## config.mk

```make
export PLATFORM = sky130hd
export DESIGN_NAME = fibo_seq_ctrl_flat
export DESIGN_NICKNAME = d
export VERILOG_FILES = /design/src/rtl/fibo_seq_ctrl_pkg.sv /design/src/rtl/fibo_seq_ctrl_if.sv /design/src/rtl/fibo_seq_ctrl.sv /design/src/flat_wrapper.sv
export SDC_FILE = /design/constraint.sdc
export NUM_CORES = 1
export LEC_CHECK = 0
export CAP_MARGIN = 0
export CORE_MARGIN = 8
export CORE_UTILIZATION = 46
export DETAILED_ROUTE_END_ITERATION = 8
export PLACE_DENSITY = 0.82
export SYNTH_ARGS = -nofsm -noshare
export SYNTH_HDL_FRONTEND = slang
export SYNTH_SLANG_ARGS = --single-unit
```

## constraint.sdc

```tcl
create_clock -name clk -period 2.67 [get_ports clk]
set_clock_uncertainty 0.2 [all_clocks]
set_input_delay 0.534 -clock clk [delete_from_list [all_inputs] [get_ports clk]]
set_output_delay 0.534 -clock clk [all_outputs]
set_load 0.02 [all_outputs]
```

## src/rtl/fibo_seq_ctrl_pkg.sv

```systemverilog
// Shared definitions for the Fibonacci instruction sequencer and its decoder:
// state encodings, instruction word layout and field extraction helpers.
package fibo_seq_ctrl_pkg;

   localparam int INSTR_W = 7;
   localparam int OPC_W   = 3;
   localparam int ADDR_W  = 2;

   localparam int OPC_MSB = 6;
   localparam int OPC_LSB = 4;
   localparam int OP1_MSB = 3;
   localparam int OP1_LSB = 2;
   localparam int OP2_MSB = 1;
   localparam int OP2_LSB = 0;

   localparam logic [2:0] S_IDLE  = 3'd0;
   localparam logic [2:0] S_FETCH = 3'd1;
   localparam logic [2:0] S_LOAD  = 3'd2;
   localparam logic [2:0] S_EXEC  = 3'd3;
   localparam logic [2:0] S_WB    = 3'd4;
   localparam logic [2:0] S_DONE  = 3'd5;

   // Field extractors shared with FSM_DECO so both sides agree on the layout.
   function automatic logic [OPC_W-1:0] instrOpcode(input logic [INSTR_W-1:0] instr);
      return instr[OPC_MSB:OPC_LSB];
   endfunction

   function automatic logic [ADDR_W-1:0] instrOperand1(input logic [INSTR_W-1:0] instr);
      return instr[OP1_MSB:OP1_LSB];
   endfunction

   function automatic logic [ADDR_W-1:0] instrOperand2(input logic [INSTR_W-1:0] instr);
      return instr[OP2_MSB:OP2_LSB];
   endfunction

endpackage

```

## src/rtl/fibo_seq_ctrl_if.sv

```systemverilog
// Bundle of the sequencer's control, instruction-memory and decoder signals.
// The slave modport is the sequencer; master is the surrounding datapath/host.
interface fibo_seq_ctrl_if #(
   parameter int PC_W  = 4,
   parameter int CNT_W = 8
);
   import fibo_seq_ctrl_pkg::*;

   logic                 start;
   logic                 abort;
   logic [CNT_W-1:0]     iter_count;
   logic [PC_W-1:0]      prog_last;

   logic                 imem_rd;
   logic [PC_W-1:0]      imem_addr;
   logic [INSTR_W-1:0]   imem_data;

   logic [OPC_W-1:0]     dec_opcode;
   logic [ADDR_W-1:0]    dec_operand1;
   logic [ADDR_W-1:0]    dec_operand2;
   logic                 wb_en;

   logic                 busy;
   logic                 done;
   logic [CNT_W-1:0]     iter_left;

   modport master (
      output start, abort, iter_count, prog_last, imem_data,
      input  imem_rd, imem_addr, dec_opcode, dec_operand1, dec_operand2,
      input  wb_en, busy, done, iter_left
   );

   modport slave (
      input  start, abort, iter_count, prog_last, imem_data,
      output imem_rd, imem_addr, dec_opcode, dec_operand1, dec_operand2,
      output wb_en, busy, done, iter_left
   );

endinterface

```

## src/rtl/fibo_seq_ctrl.sv

```systemverilog
// Instruction sequencer: fetches words from the ROM, presents them to the decoder
// and paces fetch/load/execute/write-back, repeating the program body n times.
module fibo_seq_ctrl
   import fibo_seq_ctrl_pkg::*;
#(
   parameter int PC_W  = 4,
   parameter int CNT_W = 8
)(
   input logic           clk,
   input logic           rst_n,
   fibo_seq_ctrl_if.slave bus
);

   logic [2:0]         r_state;
   logic [2:0]         w_nextState;
   logic [PC_W-1:0]    r_pc;
   logic [PC_W-1:0]    r_lastQ;
   logic [CNT_W-1:0]   r_iterLeft;
   logic [INSTR_W-1:0] r_ir;

   logic w_abortRun;
   logic w_accept;
   logic w_pcIsLast;
   logic w_morePasses;

   // abort only matters once a run is in progress; in IDLE it merely masks start
   assign w_abortRun   = bus.abort && (r_state != S_IDLE);
   assign w_accept     = (r_state == S_IDLE) && bus.start && !bus.abort;
   assign w_pcIsLast   = (r_pc == r_lastQ);
   assign w_morePasses = (r_iterLeft > CNT_W'(1));

   always_comb begin
      w_nextState = r_state;
      if (w_abortRun) begin
         w_nextState = S_IDLE;
      end else begin
         case (r_state)
            S_IDLE:  if (w_accept) w_nextState = (bus.iter_count == '0) ? S_DONE : S_FETCH;
            S_FETCH: w_nextState = S_LOAD;
            S_LOAD:  w_nextState = S_EXEC;
            S_EXEC:  w_nextState = S_WB;
            S_WB:    w_nextState = (w_pcIsLast && !w_morePasses) ? S_DONE : S_FETCH;
            S_DONE:  w_nextState = S_IDLE;
            default: w_nextState = S_IDLE;
         endcase
      end
   end

   always_ff @(posedge clk or negedge rst_n) begin
      if (!rst_n) begin
         r_state <= S_IDLE;
      end else begin
         r_state <= w_nextState;
      end
   end

   // pc only advances through +1 up to last_q, so it can never wrap on that path;
   // returning to 0 happens solely when another pass begins.
   always_ff @(posedge clk or negedge rst_n) begin
      if (!rst_n) begin
         r_pc       <= '0;
         r_lastQ    <= '0;
         r_iterLeft <= '0;
         r_ir       <= '0;
      end else if (!w_abortRun) begin
         case (r_state)
            S_IDLE: begin
               if (w_accept) begin
                  r_iterLeft <= bus.iter_count;
                  r_lastQ    <= bus.prog_last;
                  r_pc       <= '0;
               end
            end
            S_LOAD: begin
               r_ir <= bus.imem_data;
            end
            S_WB: begin
               if (!w_pcIsLast) begin
                  r_pc <= r_pc + PC_W'(1);
               end else if (w_morePasses) begin
                  r_pc       <= '0;
                  r_iterLeft <= r_iterLeft - CNT_W'(1);
               end else begin
                  r_iterLeft <= '0;
               end
            end
            default: begin
            end
         endcase
      end
   end

   // Outputs decode straight from registers so reset reaches them without a clock.
   assign bus.imem_rd      = (r_state == S_FETCH);
   assign bus.imem_addr    = r_pc;
   assign bus.dec_opcode   = instrOpcode(r_ir);
   assign bus.dec_operand1 = instrOperand1(r_ir);
   assign bus.dec_operand2 = instrOperand2(r_ir);
   assign bus.wb_en        = (r_state == S_WB) && !bus.abort;
   assign bus.busy         = (r_state != S_IDLE);
   assign bus.done         = (r_state == S_DONE);
   assign bus.iter_left    = r_iterLeft;

endmodule
```

## src/flat_wrapper.sv

```systemverilog
// flat-port wrapper written by rule: the top's interface ports become plain ports
module fibo_seq_ctrl_flat import fibo_seq_ctrl_pkg::*;
#(
   parameter int PC_W  = 4,
   parameter int CNT_W = 8
)
  (clk, rst_n, bus_start, bus_abort, bus_iter_count, bus_prog_last, bus_imem_data, bus_imem_rd, bus_imem_addr, bus_dec_opcode, bus_dec_operand1, bus_dec_operand2, bus_wb_en, bus_busy, bus_done, bus_iter_left);
  fibo_seq_ctrl_if #(.PC_W(PC_W), .CNT_W(CNT_W)) bus_i ();
  input logic clk;
  input logic rst_n;
  input wire logic [$bits(bus_i.start)-1:0] bus_start;
  input wire logic [$bits(bus_i.abort)-1:0] bus_abort;
  input wire logic [$bits(bus_i.iter_count)-1:0] bus_iter_count;
  input wire logic [$bits(bus_i.prog_last)-1:0] bus_prog_last;
  input wire logic [$bits(bus_i.imem_data)-1:0] bus_imem_data;
  output wire logic [$bits(bus_i.imem_rd)-1:0] bus_imem_rd;
  output wire logic [$bits(bus_i.imem_addr)-1:0] bus_imem_addr;
  output wire logic [$bits(bus_i.dec_opcode)-1:0] bus_dec_opcode;
  output wire logic [$bits(bus_i.dec_operand1)-1:0] bus_dec_operand1;
  output wire logic [$bits(bus_i.dec_operand2)-1:0] bus_dec_operand2;
  output wire logic [$bits(bus_i.wb_en)-1:0] bus_wb_en;
  output wire logic [$bits(bus_i.busy)-1:0] bus_busy;
  output wire logic [$bits(bus_i.done)-1:0] bus_done;
  output wire logic [$bits(bus_i.iter_left)-1:0] bus_iter_left;
  assign bus_i.start = bus_start;
  assign bus_i.abort = bus_abort;
  assign bus_i.iter_count = bus_iter_count;
  assign bus_i.prog_last = bus_prog_last;
  assign bus_i.imem_data = bus_imem_data;
  assign bus_imem_rd = bus_i.imem_rd;
  assign bus_imem_addr = bus_i.imem_addr;
  assign bus_dec_opcode = bus_i.dec_opcode;
  assign bus_dec_operand1 = bus_i.dec_operand1;
  assign bus_dec_operand2 = bus_i.dec_operand2;
  assign bus_wb_en = bus_i.wb_en;
  assign bus_busy = bus_i.busy;
  assign bus_done = bus_i.done;
  assign bus_iter_left = bus_i.iter_left;
  fibo_seq_ctrl #(.PC_W(PC_W), .CNT_W(CNT_W)) u_core (.clk(clk), .rst_n(rst_n), .bus(bus_i));
endmodule
```

# Yosys cells after proc, flatten, opt, wreduce, memory -nomap -nowiden
# Cells that the tools add are included.
[word_totals] register_bits=26 in_bits=23 output_inout_bits=23 elab_cells=47
[op_classes] add_sub_neg=2 n_lt_le_gt_ge=1 n_eq_ne=10 mux=13 bitwise=1 reduce_logical=15
[ops] operator="8-bit two-way mux" n=3
[ops] operator="8-bit case mux with 2 select lines" n=1
[ops] operator="3-bit case mux with 5 select lines" n=1
[ops] operator="3-bit two-way mux" n=4
[ops] operator="4-bit two-way mux" n=3
[ops] operator="8-bit by 1-bit > comparator with 1-bit output (second input constant)" n=1
[ops] operator="8-bit zero test" n=1
[ops] operator="4-bit case mux with 2 select lines" n=1
[ops] operator="4-bit AND reduction" n=2
[ops] operator="8-bit by 1-bit subtractor with 8-bit output (second input constant)" n=1
[ops] operator="3-bit by 2-bit == test with 1-bit output (second input constant)" n=2
[ops] operator="3-bit == test (second input constant)" n=2
[ops] operator="1-bit logical AND" n=5
[ops] operator="4-bit by 1-bit adder with 4-bit output (second input constant)" n=1
[ops] operator="4-bit == test" n=1
[ops] operator="2-bit by 1-bit inequality test with 1-bit output (second input constant)" n=2
[ops] operator="3-bit by 1-bit == test with 1-bit output (second input constant)" n=1
[ops] operator="3-bit zero test" n=1
[ops] operator="3-bit by 1-bit inequality test with 1-bit output (second input constant)" n=1
[ops] operator="3-bit inequality test (second input constant)" n=1
[ops] operator="3-bit AND reduction" n=1
[ops] operator="3-bit nonzero test" n=1
[ops] operator="1-bit zero test" n=2
[ops] operator="2-bit AND reduction" n=1
[ops] operator="other kinds (2)" n=2

# Longest topological paths before layout
[depth] ltp_word=6 mapped_depth=7 mapped_depth_nobuf=6

# Worst setup path after synthesis
# Ideal clock, no wire load.
[synth_path] path_kind="reg2out" startpoint="register u_core.r_state[0]" endpoint="output bus_wb_en" arrival_ns=1.495 t_required_ns=1.936 path_slack_ns=0.441 path_stages_with_launch=6 n_path_buf=3 path_cell_list="dfrtp_1 > buf_2 > or3b_1 > buf_2 > buf_1 > nor2_1"
[synth_via] elab_chain_len=2
[synth_rtl] element="start, declared" line_no="fibo_seq_ctrl.sv:14" rtl="logic [2:0] r_state;"
[synth_rtl] element="start signal, assigned" line_no="fibo_seq_ctrl.sv:53" rtl="r_state <= w_nextState;"
[synth_rtl] element="3-bit == test" line_no="fibo_seq_ctrl.sv:99" rtl="assign bus.wb_en = (r_state == S_WB) && !bus.abort;"
[synth_rtl] element="1-bit logical AND" line_no="fibo_seq_ctrl.sv:99"
[synth_rtl] element="end, declared" line_no="flat_wrapper.sv:21" rtl="output wire logic [$bits(bus_i.wb_en)-1:0] bus_wb_en;"
# Every way passes these cells.

# Worst setup path after layout
[layout_path] startpoint="register u_core.r_state[0]" endpoint="output bus_busy"
[layout_via] elab_chain_len=1
[layout_rtl] element="3-bit nonzero test" line_no="fibo_seq_ctrl.sv:100" rtl="assign bus.busy = (r_state != S_IDLE);"
[layout_rtl] element="end, declared" line_no="flat_wrapper.sv:22" rtl="output wire logic [$bits(bus_i.busy)-1:0] bus_busy;"
# Every way passes these cells.

==> reports/metrics.cfg <==
[status]
run_status=finished, final reports clean

[cells_and_area]
utilization_pct=66.02
finalNonFillerCells=231
fillers=265
n_antenna_cell=0
nets=214
area_growth_pct=36.01
drive_gt1_share_pct=14.44

[synthesis]
syn_inst=140
synth_seq_area_share_pct=43.55
synth_edf_count=0
syn_area_per_cell_um2=10.67
synth.distinct_cells=47
syn_area_mm2=0.001494
synth_seq_cells=26
synthTopCellsByCount=26 x dfrtp_1, 11 x nor2_1, 7 x inv_1, 7 x nand2_1
netlist_top_cells_area=dfrtp_1 44%, mux2_4 4.0%, mux2_2 3.8%, nor2_1 2.8%, ha_1 2.5%
synth_top_flop_cell=dfrtp_1
synth_most_common_cell=dfrtp_1
synth_async_sr_flop_share_pct=100.0
ys.warnings.count=0
synth_top_area_cell=dfrtp_1
syn_nets=166
synth_top_cell_area_share_pct=43.55

[floorplanning]
die_x_um=72.99
rows=20
dieArea_mm2=0.005328
io_pins=46
start_util_pct=48.54
core_mm2=0.003078
die_h_um=72.99

[placed_design]
io_buffers=45
dpl.hpwl_um=3169
gp_congestion=0.8898
dp_slack_ns=0.1716
numPlacedInstances=227

[grt]
grt_overflow_total=0
antenna_found_initial=0
grt_pass1_wl_um=6693
grt_pass1_vias=1371
grt_start_max_net_pins=27
gr-usage-all-layers_pct=15.85

[setup_path]
crit_required_ns=1.94
worstSetupPathType=flop to primary output
crit_slowest_cell=clkdlybuf4s50_1
critPathLaunchType=flop
critPathTopFamily=buffers and inverters
crit_arrival_ns=1.80
critPathMaxStageDelay_ns=0.55
critical_path.cell_chain=buf_4 > or3_4 > clkdlybuf4s50_1
path_max_fanout=9
crit_path_end_kind=primary output
critPathBufInv=2

[sta]
final_max_slew_viol_count=0
worst_pin_slew_ns=0.5672
fin_crit_ns=2.539
fmax_mhz=393.9
worst_slew_margin_rel_pct=61.89
rsz0062_at_grt=no
setup_ws_ns=0.1313
hold_violations=0
finalSetupViolations=0
fin_tns_setup_ns=0
period_share_pct=95.08

[cts]
cts-hold-fix-buffers=0
path_clk_slew_ns=0.14
cts_tree=yes
clkLatencyLatePin_ns=0.32
cts_sinks=26
h-tree-depth=1
clock-root-buffer=clkbuf_4
cts_buffer_depth=2
post-cts-setup-buffers=0
cts_buffers=3

[job]
maxCapViolCount=0

[hold_path]
hp-class=flop to flop

[routing]
first_pass_iters=4
drtIter0Drc=158
wirelength_um=4096
drtAntennaViolNets=0
wl_per_cell_um=17.73
vias_per_cell=5.900
drcViolationCount=0
num_vias=1363

[pwr]
p_leak_nw=0.8488
peakVddDrop_mv=0.4609
p_total_mw=1.429
powerDensity_mw_per_mm2=703.2

[path summary, 6_finish.rpt]
check,from,to,slack (ns),cells after the start
min in group asynchronous,rst_n,u_core.r_lastQ[2]$_DFFE_PN0P_,0.37,2
setup / recovery,u_core.r_state[0]$_DFFE_PN0P_,bus_busy,0.13,3
hold / removal,u_core.r_ir[0]$_DFFE_PN0P_,u_core.r_ir[0]$_DFFE_PN0P_,0.32,1
hold reg to reg,u_core.r_ir[0]$_DFFE_PN0P_,u_core.r_ir[0]$_DFFE_PN0P_,0.32,1
setup reg to reg,u_core.bus.iter_left[5]$_DFFE_PN0P_,u_core.bus.imem_addr[3]$_DFFE_PN0P_,0.49,4
max in group asynchronous,rst_n,u_core.r_state[2]$_DFFE_PN0P_,1.63,2
[cell type report]
class / instances / area (um2) / share of cell area, %
clock buffers: 4 / 36.28 / 1.786
inverters: 7 / 26.28 / 1.293
multi-input cells: 99 / 768.2 / 37.81
flip-flops and latches: 26 / 651.9 / 32.08
well taps: 44 / 55.05 / 2.709
repair buffers: 51 / 494.2 / 24.32
[report_power, final]
part | leakage, nW | total (mW) | switching, mW | internal (mW)
combinational | 0.506 | 0.651 | 0.328 | 0.323
sequential | 0.322 | 0.579 | 0.0839 | 0.495
clock | 0.0210 | 0.199 | 0.116 | 0.0835
[flip-flops by register name, summed over array words and instances (netlist names)]
name,count
u_core.bus.imem_addr,4
u_core.r_lastQ,4
u_core.r_ir,7
u_core.bus.iter_left,8
u_core.r_state,3
[worst reg2reg max path, delay by kind of cell, from the launching register on]
| kind | cells | cell delay (ns) |
|---|---|---|
| AND/OR/NAND/NOR | 2 | 0.74 |
| AO/OA/AOI/OAI | 2 | 0.71 |
| flip-flops | 1 | 0.47 |
[layout by cell type, fill, tap and decap left out, types with 3 or more instances in the layout]
cell type | netlist | layout
nor3_1 | 3 | 3
dfrtp_1 | 26 | 25
mux2_4 | 4 | 4
clkdlybuf4s50_1 | 0 | 44
nor4_1 | 5 | 5
a32oi_1 | 4 | 4
buf_4 | 0 | 6
clkbuf_4 | 0 | 3
nand3_1 | 3 | 3
ha_1 | 3 | 3
nor2_1 | 11 | 11
mux2_2 | 5 | 5
o22ai_1 | 3 | 3
nand2_1 | 7 | 7
inv_1 | 7 | 7
o31ai_1 | 3 | 3
xnor2_1 | 4 | 4
a211oi_1 | 4 | 4
[cell families (layout without fill, tap and decap cells)]
kind of cell	Yosys count	after routing	synth area share, %
AOI/OAI and AO/OA	34	34	18.59
xor gates and xnor gates	4	4	2.345
adders and majority gates	3	3	2.513
buffers and inverters	15	62	5.025
DFF	26	26	43.55
muxes	13	13	10.64
and+or+nand+nor	45	45	17.34
[metrics by stage]
stage                     hold WS [ns]  cell area [um2]
after floorplan                0.03841             1494
after global placement          0.2671             1996
after detailed placement        0.2959             1996
after CTS                       0.3268             2032
after global routing            0.3409             2032
final                           0.3182             2032
[routing by layer]
layer	track usage, %	part of all wire, %	vias up
met2	24.63	46	74
met3	5.495	11	4
met5	0	0	-
met1	19.25	41	658
met4	6.889	1.4	0
li1	-	-	627
[timing repair]
action,CTS,global route
setup endpoints to repair,1,0
resized for setup,2,0
hold endpoints to repair,0,0
No activity file was read; power rests on OpenSTA's default activity.
